--- config.mk ---
export PLATFORM = sky130hd
export DESIGN_NAME = ext_mem_stream_source
export DESIGN_NICKNAME = d
export VERILOG_FILES = /design/src/rtl/ext_mem_stream_pkg.sv /design/src/rtl/stream_word_fifo.sv /design/src/rtl/ext_mem_stream_source.sv
export SDC_FILE = /design/constraint.sdc
export NUM_CORES = 1
export LEC_CHECK = 0
export ABC_AREA = 1
export ABC_CLOCK_PERIOD_IN_PS = 3010
export BUFFER_PORTS_ARGS = -buffer_cell sky130_fd_sc_hd__buf_2
export CAP_MARGIN = 20
export CORE_MARGIN = 1
export CORE_UTILIZATION = 30
export DETAILED_ROUTE_END_ITERATION = 10
export PLACE_DENSITY_LB_ADDON = 0.2
export SLEW_MARGIN = 20
export SYNTH_ARGS = -nofsm -noshare
export SYNTH_HDL_FRONTEND = slang
export SYNTH_SLANG_ARGS = --single-unit
--- constraint.sdc ---
create_clock -name clk -period 3.01 [get_ports clk]
set_clock_uncertainty 0.1 [all_clocks]
set_input_delay 0.301 -clock clk [delete_from_list [all_inputs] [get_ports clk]]
set_output_delay 0.301 -clock clk [all_outputs]
set_load 0.03 [all_outputs]
--- src/rtl/ext_mem_stream_pkg.sv ---
`default_nettype none
// ============================================================================
// Module      : ext_mem_stream_pkg
// Description : Shared types and helpers for the external-memory stream source.
// Revision    : 1.0 - initial release
// ============================================================================
package ext_mem_stream_pkg;

  // Controller states with a fixed 2-bit encoding so the register width is explicit.
  typedef enum logic [1:0] {
    IDLE   = 2'd0,
    STREAM = 2'd1,
    DONE   = 2'd2
  } stream_state_e;

  // Number of stream elements packed in one memory word.
  function automatic int calc_lanes(input int mem_width, input int io_width);
    return mem_width / io_width;
  endfunction

  // Width of the lane index register; never narrower than one bit.
  function automatic int lane_idx_width(input int lanes);
    return (lanes > 1) ? $clog2(lanes) : 1;
  endfunction

endpackage
`default_nettype wire

--- src/rtl/stream_word_fifo.sv ---
`default_nettype none
// ============================================================================
// Module      : stream_word_fifo
// Description : Two-entry synchronous FIFO holding fetched memory words.
//               Push and pop together on a full FIFO keep the count unchanged.
// Revision    : 1.0 - initial release
// ============================================================================
module stream_word_fifo #(
  parameter int WIDTH = 32
) (
  input  logic             clk,
  input  logic             rst_n,
  input  logic             push,
  input  logic [WIDTH-1:0] push_data,
  input  logic             pop,
  output logic [WIDTH-1:0] head,
  output logic [1:0]       count
);

  logic [WIDTH-1:0] r_mem0;
  logic [WIDTH-1:0] r_mem1;
  logic             r_wr_ptr;
  logic             r_rd_ptr;
  logic [1:0]       r_count;

  logic w_push;
  logic w_pop;

  // A push into a full FIFO is only accepted when the head leaves in the same cycle.
  assign w_push = push && ((r_count != 2'd2) || pop);
  assign w_pop  = pop && (r_count != 2'd0);

  // Storage, pointers and occupancy.
  always_ff @(posedge clk or negedge rst_n) begin
    if (!rst_n) begin
      r_mem0   <= '0;
      r_mem1   <= '0;
      r_wr_ptr <= 1'b0;
      r_rd_ptr <= 1'b0;
      r_count  <= 2'd0;
    end else begin
      if (w_push) begin
        if (r_wr_ptr) r_mem1 <= push_data;
        else          r_mem0 <= push_data;
        r_wr_ptr <= ~r_wr_ptr;
      end
      if (w_pop) r_rd_ptr <= ~r_rd_ptr;
      case ({w_push, w_pop})
        2'b10:   r_count <= r_count + 2'd1;
        2'b01:   r_count <= r_count - 2'd1;
        default: r_count <= r_count;
      endcase
    end
  end

  assign head  = r_rd_ptr ? r_mem1 : r_mem0;
  assign count = r_count;

endmodule
`default_nettype wire

--- src/rtl/ext_mem_stream_source.sv ---
`default_nettype none
// ============================================================================
// Module      : ext_mem_stream_source
// Description : Reads a contiguous external-memory region and streams it out
//               lane by lane (lane 0 first) on a valid/ready interface.
// Revision    : 1.0 - initial release
// ============================================================================
module ext_mem_stream_source
  import ext_mem_stream_pkg::*;
#(
  parameter int IO_DATA_WIDTH  = 16,
  parameter int EXT_MEM_WIDTH  = 32,
  parameter int EXT_MEM_HEIGHT = 1 << 20,
  parameter int LEN_WIDTH      = 32
) (
  input  logic                              clk,
  input  logic                              arst_n_in,
  input  logic                              start,
  input  logic [$clog2(EXT_MEM_HEIGHT)-1:0] base_addr,
  input  logic [LEN_WIDTH-1:0]              length,
  output logic                              running,
  output logic                              done,
  output logic [$clog2(EXT_MEM_HEIGHT)-1:0] ext_mem_read_addr,
  output logic                              ext_mem_read_en,
  input  logic [EXT_MEM_WIDTH-1:0]          ext_mem_qout,
  output logic [IO_DATA_WIDTH-1:0]          data_out,
  output logic                              data_valid,
  input  logic                              data_ready
);

  localparam int LANES = calc_lanes(EXT_MEM_WIDTH, IO_DATA_WIDTH);
  localparam int LIW   = lane_idx_width(LANES);
  localparam int AW    = $clog2(EXT_MEM_HEIGHT);

  localparam logic [LEN_WIDTH-1:0] C_LANES     = LEN_WIDTH'(LANES);
  localparam logic [LEN_WIDTH-1:0] C_ONE       = LEN_WIDTH'(1);
  localparam logic [LIW-1:0]       C_LAST_LANE = LIW'(LANES - 1);
  localparam logic [AW-1:0]        C_LAST_ADDR = AW'(EXT_MEM_HEIGHT - 1);

  stream_state_e        r_state;
  logic                 r_zero_len;   // holds DONE one extra cycle for an empty request
  logic [AW-1:0]        r_addr;
  logic [LEN_WIDTH-1:0] r_elems_left;
  logic [LEN_WIDTH-1:0] r_reads_left;
  logic [LIW-1:0]       r_lane;
  logic                 r_inflight;

  logic [EXT_MEM_WIDTH-1:0] w_head;
  logic [1:0]               w_fifo_count;
  logic [2:0]               w_occupancy;
  logic [LEN_WIDTH-1:0]     w_rd_quot;
  logic [LEN_WIDTH-1:0]     w_rd_rem;
  logic [LEN_WIDTH-1:0]     w_rd_init;
  logic                     w_valid;
  logic                     w_xfer;
  logic                     w_last;
  logic                     w_pop;
  logic                     w_read;
  logic [IO_DATA_WIDTH-1:0] w_lanes [LANES];

  // Number of word reads needed: ceil(length / LANES) without risking overflow.
  assign w_rd_quot = length / C_LANES;
  assign w_rd_rem  = length % C_LANES;
  assign w_rd_init = w_rd_quot + LEN_WIDTH'(w_rd_rem != '0);

  assign w_valid = (r_state == STREAM) && (w_fifo_count != 2'd0) && (r_elems_left != '0);
  assign w_xfer  = w_valid && data_ready;
  assign w_last  = (r_elems_left == C_ONE);
  assign w_pop   = w_xfer && ((r_lane == C_LAST_LANE) || w_last);

  // Words that will occupy the FIFO once everything in flight lands; a pop
  // implies a non-empty FIFO so this never underflows.
  assign w_occupancy = {1'b0, w_fifo_count} + {2'b00, r_inflight} - {2'b00, w_pop};
  assign w_read      = (r_state == STREAM) && (r_reads_left != '0) && (w_occupancy < 3'd2);

  // Controller state, address/element/read counters and lane position.
  always_ff @(posedge clk or negedge arst_n_in) begin
    if (!arst_n_in) begin
      r_state      <= IDLE;
      r_zero_len   <= 1'b0;
      r_addr       <= '0;
      r_elems_left <= '0;
      r_reads_left <= '0;
      r_lane       <= '0;
    end else begin
      case (r_state)
        IDLE: begin
          if (start) begin
            r_addr       <= base_addr;
            r_elems_left <= length;
            r_reads_left <= w_rd_init;
            r_lane       <= '0;
            if (length == '0) begin
              r_state    <= DONE;
              r_zero_len <= 1'b1;
            end else begin
              r_state    <= STREAM;
            end
          end
        end
        STREAM: begin
          if (w_read) begin
            r_addr       <= (r_addr == C_LAST_ADDR) ? '0 : r_addr + AW'(1);
            r_reads_left <= r_reads_left - C_ONE;
          end
          if (w_xfer) begin
            r_elems_left <= r_elems_left - C_ONE;
            r_lane       <= w_pop ? '0 : r_lane + LIW'(1);
            if (w_last) r_state <= DONE;
          end
        end
        DONE: begin
          if (r_zero_len) r_zero_len <= 1'b0;
          else            r_state    <= IDLE;
        end
        default: r_state <= IDLE;
      endcase
    end
  end

  // Remembers that a read was issued so its data is captured next cycle.
  always_ff @(posedge clk or negedge arst_n_in) begin
    if (!arst_n_in) r_inflight <= 1'b0;
    else            r_inflight <= w_read;
  end

  stream_word_fifo #(
    .WIDTH (EXT_MEM_WIDTH)
  ) u_fifo (
    .clk       (clk),
    .rst_n     (arst_n_in),
    .push      (r_inflight),
    .push_data (ext_mem_qout),
    .pop       (w_pop),
    .head      (w_head),
    .count     (w_fifo_count)
  );

  for (genvar g = 0; g < LANES; g++) begin : g_lanes
    assign w_lanes[g] = w_head[g*IO_DATA_WIDTH +: IO_DATA_WIDTH];
  end

  assign data_out          = w_lanes[r_lane];
  assign data_valid        = w_valid;
  assign ext_mem_read_en   = w_read;
  assign ext_mem_read_addr = r_addr;
  assign running           = (r_state != IDLE);
  assign done              = (r_state == DONE) && !r_zero_len;

endmodule
`default_nettype wire
# Word-level counts from Yosys, hierarchy flattened
# Index checks and enable logic that the tools add are counted.
# classes
addsub,9
magnitude_cmp,2
eq_ne,13
mux,28
bitwise,3
reduce_logical,27
# op_table
operator,count
2-to-1 mux 32 bit,5
case mux 32 bit (2 select lines),2
nonzero test 32 bit,2
"subtractor 32 x 1 -> 32 bit, second input constant",2
2-to-1 mux 20 bit,3
2-to-1 mux 16 bit,3
case mux 20 bit (2 select lines),1
adder 31 x 1 -> 32 bit,1
"equality test 32 x 1 -> 1 bit, second input constant",1
logical NOT 32 bit,1
"adder 20 x 1 -> 20 bit, second input constant",1
"equality test 20 bit, second input constant",1
"!= test 2 bit, second input constant",7
2-to-1 mux 2 bit,5
nonzero test 2 bit,5
logical AND 1 bit,9
AND reduction 3 bit,3
case mux 2 bit (3 select lines),1
2-to-1 mux 1 bit,5
"equality test 2 x 1 -> 1 bit, second input constant",2
"equality test 2 bit, second input constant",2
case mux 1 bit (2 select lines),2
case mux 2 bit (2 select lines),1
AND reduction 2 bit,2
other kinds (13),15
# word_totals
regBits,157
inputBits,88
output_inout_bits,40
wordCells,94

# Depth between registers and ports, before layout
# depth
word_depth,10
mapped_depth,21
ltp_nobuf,20

# Hierarchy
# From an unflattened synthesis, not the netlist that was laid out.
# hier_totals
cells_unflattened,1889
area_unflattened_um2,11395.9
# by_module_without_submodules
module,n_inst,cells_each,area_per_inst_um2,seq_area_each_um2
ext_mem_stream_source,1,1476,8115.3,2227.1
stream_word_fifo,1,413,3280.6,1701.6

# Least setup slack after synthesis
# OpenSTA, ideal clock, no wires.
# synth_path
path_kind,register to register
startpoint,reg r_elems_left[0]
endpoint,reg r_addr[11] (netlist: ext_mem_read_addr[11])
setup_ns,0.066
arrival_time_ns,3.161
t_required_ns,2.844
setup_slack_ns,-0.317
path_stages_with_launch,22
n_path_buf,2
synth_period_minus_slack_ns,3.327
cell_sequence,dfrtp_1 -> inv_1 -> ha_1 -> nand2_2 -> nor2_2 -> nand2_1 -> nor2_1 -> nor2_2 -> nand3_2 -> inv_1 -> ha_1 -> inv_1 -> nand2_1 -> fa_1 -> nand2_1 -> nor2_1 -> o21ai_2 -> a21oi_2 -> buf_2 -> buf_6 -> nand2_1 -> nand2_1
# synth_between
elab_chain_len,9
word_cells_on_any_way,11
cone_classes,add/sub: 1; order compare: 1; eq/ne: 2; reduce/logical: 7
# synth_lines
item,line,source
start: declaration,ext_mem_stream_source.sv:43,logic [LEN_WIDTH-1:0] r_elems_left;
start signal: assignment,ext_mem_stream_source.sv:90,r_elems_left <= length;
start signal: assignment,ext_mem_stream_source.sv:107,r_elems_left <= r_elems_left - C_ONE;
nonzero test 32 bit,ext_mem_stream_source.sv:66,assign w_valid = (r_state == STREAM) && (w_fifo_count != 2'd0) && (r_elems_left != '0);
logical AND 1 bit,ext_mem_stream_source.sv:66,
via data_valid,ext_mem_stream_source.sv:27,"output logic data_valid,"
logical AND 1 bit,ext_mem_stream_source.sv:67,assign w_xfer = w_valid && data_ready;
logical AND 1 bit,ext_mem_stream_source.sv:69,assign w_pop = w_xfer && ((r_lane == C_LAST_LANE) || w_last);
subtractor 3 x 1 -> 3 bit,ext_mem_stream_source.sv:73,"assign w_occupancy = {1'b0, w_fifo_count} + {2'b00, r_inflight} - {2'b00, w_pop};"
< comparator 3 x 2 -> 1 bit,ext_mem_stream_source.sv:74,assign w_read = (r_state == STREAM) && (r_reads_left != '0) && (w_occupancy < 3'd2);
logical AND 1 bit,ext_mem_stream_source.sv:74,
!= test 2 bit (no line),n/a,
AND reduction 3 bit (no line),n/a,
end signal: assignment,ext_mem_stream_source.sv:89,r_addr <= base_addr;
end signal: assignment,ext_mem_stream_source.sv:103,r_addr <= (r_addr == C_LAST_ADDR) ? '0 : r_addr + AW'(1);
end: declaration,ext_mem_stream_source.sv:42,logic [AW-1:0] r_addr;
# The timed path passes the listed nets, and every way through them passes these cells.
# A chain may end at the register's enable or synchronous reset.

# Final worst setup path
# layout_path
startpoint,reg r_elems_left[1]
endpoint,out ext_mem_read_en
# layout_between
elab_chain_len,7
word_cells_on_any_way,9
cone_classes,add/sub: 1; order compare: 1; eq/ne: 1; reduce/logical: 6
# layout_lines
item,line,source
nonzero test 32 bit,ext_mem_stream_source.sv:66,
logical AND 1 bit,ext_mem_stream_source.sv:66,
logical AND 1 bit,ext_mem_stream_source.sv:67,
logical AND 1 bit (*),ext_mem_stream_source.sv:69,
subtractor 3 x 1 -> 3 bit (*),ext_mem_stream_source.sv:73,
< comparator 3 x 2 -> 1 bit (*),ext_mem_stream_source.sv:74,
logical AND 1 bit (*),ext_mem_stream_source.sv:74,
end: declaration,ext_mem_stream_source.sv:24,"output logic ext_mem_read_en,"
# Every way passes the cells marked *; elsewhere a longest branch is shown, timed or not.

==> flow_metrics.tcl <==
set metrics [dict create \
    endpoint_kind "primary output" \
    cpPeakStageDelay_ps 540 \
    drtAntennaViolNets 0 \
    powerDensity_nw_per_um2 1180 \
    yosys.area.top_type "dfrtp_1" \
    r2r_cells 23 \
    post-place-ws_ps -193 \
    cp-start-kind "register" \
    violations "negative setup slack" \
    min_period_ps 3380 \
    via_per_inst 4.95 \
    num_rows 68 \
    dp_cells 2209 \
    first_pass_iters 7 \
    die_h_um 190 \
    min_path_type "in2reg" \
    ys_seq_elements 157 \
    final_cell_mix "nand2_1 (555), nor2_1 (200), dfrtp_1 (156)" \
    cap_violations 0 \
    antenna_found_initial 0 \
    leakagePower_uw 0.00683 \
    grt_usage 0.203 \
    synth_warnings 0 \
    pin_count 128 \
    seq_area_frac_synth 0.369 \
    htree_levels 4 \
    synthFlopType "dfrtp_1" \
    fillCellCount 3764 \
    arrival_ps 2980 \
    ys_types 40 \
    crit_required_ps 2610 \
    area_delta_synth_final_pct 29.7 \
    synth_area_um2 10700 \
    drv_slew 0 \
    start_util 0.307 \
    finalSetupViolCount 53 \
    die-area_um2 36300 \
    nets 1917 \
    whs_path_depth 3 \
    clockBufferDepth 2 \
    cts.sinks 157 \
    route.detailed.drc 0 \
    fmax_mhz 296 \
    reg2reg_slack_ps -350 \
    wl_per_cell_um 15.9 \
    path_class "reg2out" \
    vias 11322 \
    path_max_fanout 4 \
    startpoint "r_elems_left[1]" \
    grt_max_degree 68 \
    antennaDiodeCount 0 \
    synth.avg_cell_area_um2 6.60 \
    grt_pass1_wl_um 57800 \
    rsz0062_at_grt "yes" \
    drive_above_1_share 0.209 \
    crit_slowest_cell "fa_1" \
    status "finished with violations" \
    multi_input_area_um2 6130 \
    max_slew_margin 0.481 \
    fp.dieW_um 190 \
    path_cells "inv_2 > ha_4 > nand2_4 > nor2_4 > nand2_4 > nor2_4 > nor2_4 > nand3_2 > inv_2 > ha_4 > inv_2 > nand2_2 > fa_1 > nand2_1 > nor2_2 > o21ai_2 > inv_2 > buf_6" \
    endpoint "ext_mem_read_en" \
    gp_congestion 0.884 \
    cts.clk_slew.worst_paths_ps 70 \
    cts_buffers 17 \
    ir_worst_vdd_v 0.000580 \
    place_hpwl_um 24400 \
    overflow 0 \
    yosys-top-cells-area "dfrtp_1 (37%), nand2_1 (21%), nor2_1 (7.6%)" \
    grt_pass1_vias 10629 \
    r2r-start "r_elems_left[1]" \
    cts_tree "done" \
    clock_latency_ps 440 \
    synth_edf_count 0 \
    drtIter0Drc 865 \
    holdWs_ps 25.0 \
    syn_inst 1614 \
    fin_cells 2287 \
    min_period_over_period 1.12 \
    synth_top_cell_area_share 0.369 \
    drt_wl_total_um 36400 \
    final_common_cell "nand2_1" \
    worst_pin_slew_ps 778 \
    core_um2 34700 \
    synth_nets 1712 \
    r2r-end "r_reads_left[2]" \
    io_buffers 127 \
    ctsRootBufferMaster "clkbuf_16" \
    crit_top_cell "inv_2" \
    async_flop_share 1.00 \
    hold_viol 0 \
    seq_area_um2 3930 \
    worst_slack_ps -368 \
]
[cell type report]
cell class | instances | share of cell area
clock buffers | 18 | 0.0318
repair buffers | 255 | 0.151
flip-flops and latches | 157 | 0.285
clock inverters | 14 | 0.0148
inverters | 120 | 0.0328
multi-input cells | 1268 | 0.444
well taps | 455 | 0.0412
[metrics by stage]
step                      instance area (um^2)  total power, uW   util  TNS (ps)
final                                    13800            16200  0.398    -15460
after global routing                     13800            17600  0.398    -26750
after global placement                   12200            11700  0.351     -6470
after CTS                                13600            16000  0.391    -15900
after floorplan                          10700             9360      -      -271
after detailed placement                 12200            11800  0.351     -7720
[repair_timing]
action / 4_1_cts / 5_1_grt
hold buffers: 2 / 0
setup endpoints to repair: 53 / 118
gates resized for setup: 99 / 23
setup buffers: 18 / 15
cloned: 11 / 4
pin swaps: 15 / 14
endpoints found under the hold margin: 62 / 0
[power breakdown]
part / switching, uW / internal (uW)
Sequential: 740 / 3080
Clock: 1010 / 1430
Combinational: 5930 / 4060
Total: 7670 / 8570
[registers in the layout, indices dropped and copies added, names as in the netlist]
register,flops
u_fifo.r_mem1,32
r_lane,1
r_zero_len,1
u_fifo.r_mem0,32
u_fifo.count,2
u_fifo.r_rd_ptr,1
ext_mem_read_addr,20
r_reads_left,32
r_inflight,1
r_elems_left,32
u_fifo.r_wr_ptr,1
r_state,2
[per-layer routing]
layer	track usage	part of all wire
met1	0.285	0.47
met2	0.323	0.46
met3	0.0324	0.057
met4	0.0508	0.015
met5	0	0
[cells in the mapped netlist, drive strengths merged (4+ instances only)]
cell	n
nor3	14
nand3	80
xnor2	14
inv	120
xor2	35
nand4	90
clkbuf	29
nor2	226
o21bai	4
ha	9
dfrtp	157
or2	9
buf	40
o21ai	150
o22ai	17
nand2	591
a21oi	15
[worst min path at each step]
stage / start / endpoint / slack [ps]
6_report: ext_mem_qout[20] / u_fifo.r_mem1[20] / 20
5_1_grt: ext_mem_qout[1] / u_fifo.r_mem1[1] / 6
4_1_cts: ext_mem_qout[31] / u_fifo.r_mem1[31] / 0.6
3_5_place_dp: arst_n_in / u_fifo.r_mem1[16] / 260
3_3_place_gp: arst_n_in / u_fifo.r_mem1[16] / 260
2_1_floorplan: arst_n_in / ext_mem_read_addr[0] / -90
[cells by family (layout without fill, tap and decap cells)]
family,after synthesis,in the layout,share of synthesized area
AO/OA/AOI/OAI,194,194,0.0967
AND/OR/NAND/NOR,1015,1015,0.400
flip-flops,157,157,0.369
XOR/XNOR,49,49,0.0403
buffers and inverters,189,407,0.0818
adder cells (fa/ha/maj),10,10,0.0125
[critical path: cells and delay by family, from the launching register on]
kind	cells	cell delay (ps)
buffers and inverters	5	430
flip-flops	1	370
adder cells (fa/ha/maj)	3	910
AND/OR/NAND/NOR	9	750
AO/OA/AOI/OAI	1	80
Note: power is estimated with default switching activity, not from simulation.
